[config.mk]
export PLATFORM = sky130hd
export DESIGN_NAME = lcg_stream
export DESIGN_NICKNAME = d
export VERILOG_FILES = /design/src/rtl/lcg_stream_pkg.sv /design/src/rtl/lcg_mod_reduce.sv /design/src/rtl/lcg_stream.sv
export SDC_FILE = /design/constraint.sdc
export NUM_CORES = 2
export LEC_CHECK = 0
export CELL_PAD_IN_SITES_DETAIL_PLACEMENT = 1
export CELL_PAD_IN_SITES_GLOBAL_PLACEMENT = 2
export CORE_MARGIN = 2
export CORE_UTILIZATION = 39
export CTS_BUF_LIST = sky130_fd_sc_hd__clkbuf_4 sky130_fd_sc_hd__clkbuf_8 sky130_fd_sc_hd__clkbuf_16
export DETAILED_ROUTE_END_ITERATION = 16
export DONT_BUFFER_PORTS = 1
export PLACE_DENSITY = 0.88
export SLEW_MARGIN = 20
export SYNTH_ARGS = -nofsm -noshare
export SYNTH_HDL_FRONTEND = slang
export SYNTH_SLANG_ARGS = --single-unit
[constraint.sdc]
create_clock -name CLK -period 7.4 [get_ports CLK]
set_input_delay 1.11 -clock CLK [delete_from_list [all_inputs] [get_ports CLK]]
set_output_delay 1.11 -clock CLK [all_outputs]
set_load 0.05 [all_outputs]
[src/rtl/lcg_stream_pkg.sv]
// lcg_stream_pkg
// Shared definitions for the lcg_stream LCG engine and its modular reducer:
//   - lcg_state_e : engine sequencing states (IDLE, MUL, RED, OUT)
//   - red_cycles  : number of bit-serial reduction steps for a given width
//   - lcg_latency : seed-to-first-output latency for a given width (serial path)
// No ports; imported by lcg_mod_reduce and lcg_stream.
package lcg_stream_pkg;

    typedef enum logic [1:0] {
        IDLE = 2'd0,
        MUL  = 2'd1,
        RED  = 2'd2,
        OUT  = 2'd3
    } lcg_state_e;

    // The product A*X+C is 2W+1 bits wide and the reducer consumes one bit
    // of it per cycle, most significant first.
    function automatic int red_cycles(input int w);
        return 2 * w + 1;
    endfunction

    // Seed latch edge, one MUL cycle, then red_cycles() RED cycles.
    function automatic int lcg_latency(input int w);
        return 2 * w + 3;
    endfunction

    localparam int LCG_DEFAULT_W = 32;
    localparam int LCG_LATENCY   = lcg_latency(LCG_DEFAULT_W);

endpackage

[src/rtl/lcg_mod_reduce.sv]
// lcg_mod_reduce
// Bit-serial restoring reducer: computes p_i mod mod_i, one product bit per
// cycle, MSB first. Owns its bit index counter.
// Ports:
//   CLK, RST_N  clock and asynchronous active-low reset
//   start_i     load R=0 and index=2W; stepping begins on the following cycle
//   p_i         2W+1 bit dividend, must be stable while stepping
//   mod_i       W+1 bit modulus M' (1 .. 2^W)
//   done_o      high during the cycle that processes bit 0
//   r_o         remainder after the current step (final result when done_o)
module lcg_mod_reduce
    import lcg_stream_pkg::*;
#(
    parameter int W = 32
) (
    input  logic           CLK,
    input  logic           RST_N,
    input  logic           start_i,
    input  logic [2*W:0]   p_i,
    input  logic [W:0]     mod_i,
    output logic           done_o,
    output logic [W-1:0]   r_o
);

    localparam int IDX_W = $clog2(red_cycles(W));
    localparam logic [IDX_W-1:0] IDX_TOP = IDX_W'(red_cycles(W) - 1);

    // The remainder is always below M' <= 2^W, so W bits hold it; only the
    // shifted intermediate needs the extra bit.
    logic [W-1:0]     r_q, r_d;
    logic [IDX_W-1:0] idx_q, idx_d;
    logic             active_q, active_d;
    logic [W:0]       r_shift;
    logic [W-1:0]     r_step;

    // One restoring step: bring in the next product bit and subtract M'
    // once if the partial remainder reached it (it is always below 2*M').
    always_comb begin
        r_shift = {r_q, p_i[idx_q]};
        r_step  = (r_shift >= mod_i) ? W'(r_shift - mod_i) : r_shift[W-1:0];
    end

    // Step sequencing: start reloads the counter, each active cycle consumes
    // one bit and the cycle on bit 0 ends the run.
    always_comb begin
        r_d      = r_q;
        idx_d    = idx_q;
        active_d = active_q;
        if (start_i) begin
            r_d      = '0;
            idx_d    = IDX_TOP;
            active_d = 1'b1;
        end else if (active_q) begin
            r_d = r_step;
            if (idx_q == '0) begin
                active_d = 1'b0;
            end else begin
                idx_d = idx_q - IDX_W'(1);
            end
        end
    end

    always_ff @(posedge CLK or negedge RST_N) begin
        if (!RST_N) begin
            r_q      <= '0;
            idx_q    <= '0;
            active_q <= 1'b0;
        end else begin
            r_q      <= r_d;
            idx_q    <= idx_d;
            active_q <= active_d;
        end
    end

    assign done_o = active_q && (idx_q == '0);
    assign r_o    = r_step;

endmodule

[src/rtl/lcg_stream.sv]
// lcg_stream
// Linear congruential generator X(n+1) = (A*X(n) + C) mod M with run-time
// A, C, M (M = 0 means 2^W) and a valid/ready output stream.
// Optional feature macro: LCG_STREAM_POW2_FAST_EN -- when defined, a modulus
// of 0 or a power of two skips the serial reducer (masking in MUL instead).
// Ports:
//   CLK, RST_N           clock and asynchronous active-low reset
//   seed_valid           load seed and config, always accepted, overrides all
//   seed, cfg_mult,
//   cfg_inc, cfg_mod     X(0), A, C, M
//   out_valid/out_ready  output handshake, out_value held until accepted
//   out_value            current generated value
//   busy                 high in MUL and RED
//   gen_count            handshakes since the last seed (wrapping)
module lcg_stream
    import lcg_stream_pkg::*;
#(
    parameter int W     = 32,
    parameter int CNT_W = 32
) (
    input  logic             CLK,
    input  logic             RST_N,
    input  logic             seed_valid,
    input  logic [W-1:0]     seed,
    input  logic [W-1:0]     cfg_mult,
    input  logic [W-1:0]     cfg_inc,
    input  logic [W-1:0]     cfg_mod,
    output logic             out_valid,
    input  logic             out_ready,
    output logic [W-1:0]     out_value,
    output logic             busy,
    output logic [CNT_W-1:0] gen_count
);

    lcg_state_e       state_q, state_d;
    logic [W-1:0]     x_q, x_d;
    logic [W-1:0]     a_q, a_d;
    logic [W-1:0]     c_q, c_d;
    logic [W-1:0]     m_q, m_d;
    logic [2*W:0]     p_q, p_d;
    logic [W-1:0]     out_value_q, out_value_d;
    logic             out_valid_q, out_valid_d;
    logic [CNT_W-1:0] gen_count_q, gen_count_d;
`ifdef LCG_STREAM_POW2_FAST_EN
    logic             pow2_q, pow2_d;
`endif

    logic [2*W-1:0]   prod;
    logic [2*W:0]     p_full;
    logic [W:0]       mod_prime;
    logic             red_start;
    logic             red_done;
    logic [W-1:0]     red_r;

    // Full-width A*X+C so the reducer sees the exact value; M==0 stands
    // for 2^W, which needs the extra bit of M'.
    always_comb begin
        prod      = {{W{1'b0}}, a_q} * {{W{1'b0}}, x_q};
        p_full    = {1'b0, prod} + {{(W+1){1'b0}}, c_q};
        mod_prime = (m_q == '0) ? {1'b1, {W{1'b0}}} : {1'b0, m_q};
    end

    // Sequencing. A seed overrides everything, including a handshake in the
    // same cycle: the value is dropped and the count restarts at zero.
    always_comb begin
        state_d     = state_q;
        x_d         = x_q;
        a_d         = a_q;
        c_d         = c_q;
        m_d         = m_q;
        p_d         = p_q;
        out_value_d = out_value_q;
        out_valid_d = out_valid_q;
        gen_count_d = gen_count_q;
        red_start   = 1'b0;
`ifdef LCG_STREAM_POW2_FAST_EN
        pow2_d      = pow2_q;
`endif
        if (seed_valid) begin
            x_d         = seed;
            a_d         = cfg_mult;
            c_d         = cfg_inc;
            m_d         = cfg_mod;
            out_valid_d = 1'b0;
            gen_count_d = '0;
            state_d     = MUL;
`ifdef LCG_STREAM_POW2_FAST_EN
            pow2_d      = ((cfg_mod & (cfg_mod - W'(1))) == '0);
`endif
        end else begin
            case (state_q)
                IDLE: begin
                    state_d = IDLE;
                end
                MUL: begin
                    p_d = p_full;
`ifdef LCG_STREAM_POW2_FAST_EN
                    if (pow2_q) begin
                        out_value_d = p_full[W-1:0] & W'(mod_prime - 1'b1);
                        out_valid_d = 1'b1;
                        state_d     = OUT;
                    end else begin
                        red_start = 1'b1;
                        state_d   = RED;
                    end
`else
                    red_start = 1'b1;
                    state_d   = RED;
`endif
                end
                RED: begin
                    if (red_done) begin
                        out_value_d = red_r;
                        out_valid_d = 1'b1;
                        state_d     = OUT;
                    end
                end
                OUT: begin
                    if (out_ready) begin
                        x_d         = out_value_q;
                        gen_count_d = gen_count_q + CNT_W'(1);
                        out_valid_d = 1'b0;
                        state_d     = MUL;
                    end
                end
                default: begin
                    state_d = IDLE;
                end
            endcase
        end
    end

    always_ff @(posedge CLK or negedge RST_N) begin
        if (!RST_N) begin
            state_q     <= IDLE;
            x_q         <= '0;
            a_q         <= '0;
            c_q         <= '0;
            m_q         <= '0;
            p_q         <= '0;
            out_value_q <= '0;
            out_valid_q <= 1'b0;
            gen_count_q <= '0;
        end else begin
            state_q     <= state_d;
            x_q         <= x_d;
            a_q         <= a_d;
            c_q         <= c_d;
            m_q         <= m_d;
            p_q         <= p_d;
            out_value_q <= out_value_d;
            out_valid_q <= out_valid_d;
            gen_count_q <= gen_count_d;
        end
    end

`ifdef LCG_STREAM_POW2_FAST_EN
    always_ff @(posedge CLK or negedge RST_N) begin
        if (!RST_N) begin
            pow2_q <= 1'b0;
        end else begin
            pow2_q <= pow2_d;
        end
    end
`endif

    // The reducer is started while leaving MUL, so it loads R=0 on the same
    // edge that registers the product and then steps through all of RED.
    lcg_mod_reduce #(
        .W (W)
    ) u_reduce (
        .CLK     (CLK),
        .RST_N   (RST_N),
        .start_i (red_start),
        .p_i     (p_q),
        .mod_i   (mod_prime),
        .done_o  (red_done),
        .r_o     (red_r)
    );

    assign out_valid = out_valid_q;
    assign out_value = out_value_q;
    assign gen_count = gen_count_q;
    assign busy      = (state_q == MUL) || (state_q == RED);

endmodule

==> metrics.csv <==
metric;value;unit
clk_pin_slew_worst_paths;0.08;ns
synth.distinct_cells;72;
syn_area;48700;um^2
synthTopCellsByCount;inv_1, fa_1, nand2_1;
synth_seq_cells;300;
fmax;135;MHz
syn-num-nets;6594;
clock_path_buffers;3;
holdCritPathClass;in -> async;
fp-row-count;129;
finalCritPeriodShare;100;%
crit_fanout;16;
worstSetupEndpointType;flip-flop;
setup-tns-final;-0.0497;ns
run_status;finished, violations left;
rsz0062_at_grt;true;
antenna_found_initial;12;
grt_pass1_wl;239;mm
synth_top_flop_cell;dfrtp_1;
clock_latency;0.67;ns
pre_cts_slack;-0.463;ns
vias;36400;
track_usage;24.2;%
ys_warn_count;0;
critical_path_class;reg -> reg;
ant_nets;0;
fin_crit;7.43;ns
tightest_slew;0.967;ns
avgSynthCellArea;9.32;um^2
setup_ws;-0.0336;ns
syn_to_final_growth;14.6;%
nNetsFinal;6669;
setup_violations;2;
hold_viol_final;0;
maxSlewViolCount;0;
core;124000;um^2
htree_levels;2;
synth_most_common_cell;inv_1;
synth.area.top_cells;fa_1, dfrtp_1, and2_1;
wirelength;153;mm
maxCapViolCount;0;
clockRootBuffer;clkbuf_16;
grt_max_degree;301;
synthArstFlopShare;100;%
synth_edf_count;0;
drive_above_1_share;13.5;%
io_pins;198;
vias_per_cell;5.22;
dp_hpwl;120;mm
maxSlewHeadroom;35.6;%
drcViolationCount;0;
netlist_instances;5224;
fin_hold_ws;0.175;ns
violations;setup timing;
cts_tree;yes;
die_h;357;um
rrSetupSlack;-0.03;ns
synthDominantCellAreaShare;38.2;%
cts_sinks;300;
grt.overflow.total;0;
wl_per_cell;21.9;um
required;7.88;ns
ys_seq_area_share;15.4;%
synth_top_cell_by_area;fa_1;
drt_pass1_iterations;5;
critical_path_arrival;7.91;ns
skew;0.0803;ns
initial_core_util;39.3;%
die-area;128000;um^2
gp_congestion;0.868;
dieWidth;357;um
grt_pass1_vias;42400;
startpoint_type;flip-flop;
drtIter0Drc;1776;
portBuffers;0;
cts_buffers;40;
## final timing paths
path                                startpoint             endpoint  cells after the start
setup / recovery           a_q[18]$_DFFE_PN0P_  p_q[59]$_DFFE_PN0P_                     26
hold / removal                           RST_N  a_q[10]$_DFFE_PN0P_                      0
setup reg to reg           a_q[18]$_DFFE_PN0P_  p_q[59]$_DFFE_PN0P_                     26
hold reg to reg             p_q[3]$_DFFE_PN0P_   p_q[3]$_DFFE_PN0P_                      2
max in group asynchronous                RST_N   x_q[9]$_DFFE_PN0P_                      0
min in group CLK            p_q[3]$_DFFE_PN0P_   p_q[3]$_DFFE_PN0P_                      2
## sequential cells by signal (all words and copies together), names as in the netlist
register	count
u_reduce.active_q	1
a_q	32
x_q	32
u_reduce.idx_q	7
state_q	2
p_q	65
u_reduce.r_q	32
c_q	32
out_value	32
out_valid	1
m_q	32
gen_count	32
## per-layer routing
| layer | global-route usage, % | routed length (um) | vias to the layer above |
|---|---|---|---|
| li1 | - | - | 16000 |
| met1 | 29.7 | 61700 | 19200 |
| met2 | 43.2 | 78200 | 868 |
| met3 | 4.40 | 8230 | 293 |
| met4 | 7.37 | 4880 | 10 |
| met5 | 0 | 62 | - |
## worst max-delay path, stage by stage, from the launching register on
cell	delay (ns)
dfrtp_1	0.40
buf_12	0.16
buf_4	0.15
and2_1	0.17
fa_1	0.52
fa_1	0.52
inv_1	0.05
fa_1	0.49
fa_1	0.55
inv_2	0.05
fa_2	0.62
fa_2	0.45
fa_1	0.49
inv_1	0.07
fa_1	0.51
inv_1	0.08
ha_4	0.33
nand2_4	0.06
or3_4	0.41
nor2_1	0.14
nand3_2	0.12
o31ai_4	0.27
buf_6	0.15
a21oi_4	0.07
o31ai_4	0.25
xnor2_1	0.15
o21ai_1	0.07
## per-stage QoR
step | cell area, um^2 | util (%) | cells
after floorplan | 48700 | - | 5224
after global placement | 52500 | 42.4 | 6835
after detailed placement | 52500 | 42.4 | 6835
after CTS | 54800 | 44.3 | 6935
after global routing | 55800 | 45.1 | 6971
final | 55800 | 45.1 | 6974
## cells by family after synthesis
| kind of cell | share of synthesized area, % |
|---|---|
| AND/OR/NAND/NOR | 16.4 |
| buffers and inverters | 10.1 |
| adder cells (fa/ha/maj) | 46.1 |
| AO/OA/AOI/OAI | 6.80 |
| flip-flops | 15.4 |
| multiplexers | 3.16 |
| XOR/XNOR | 2.01 |
## repair_timing
item	4_1_cts	5_1_grt
gates resized for setup	127	177
hold buffers	0	0
buffers inserted	24	29
setup endpoints to repair	27	35
pin swaps	74	114
cloned	2	4
## placed cells by master (no fill, tap or decap), drive strengths merged, types with 45 or more instances in the layout
cell type / count
mux2: 55
xnor2: 64
inv: 1012
clkbuf: 55
buf: 326
dfrtp: 300
a21o: 45
nor2: 141
and2: 640
ha: 308
nand2: 654
a21oi: 160
mux2i: 47
xor2: 48
fa: 930
o21ai: 218
## cell type report
cell class | instances | area (um^2)
clock buffer | 51 | 1120
multi-input combinational | 3618 | 37400
fill | 13800 | 68000
sequential | 300 | 7520
tap | 1637 | 2050
clock inverter | 23 | 344
timing repair buffer | 331 | 3600
inverter | 1008 | 3780
antenna | 6 | 15.0
Power is not shown: default switching activity piles up to over one toggle a cycle in this logic, so the estimate is an artifact.
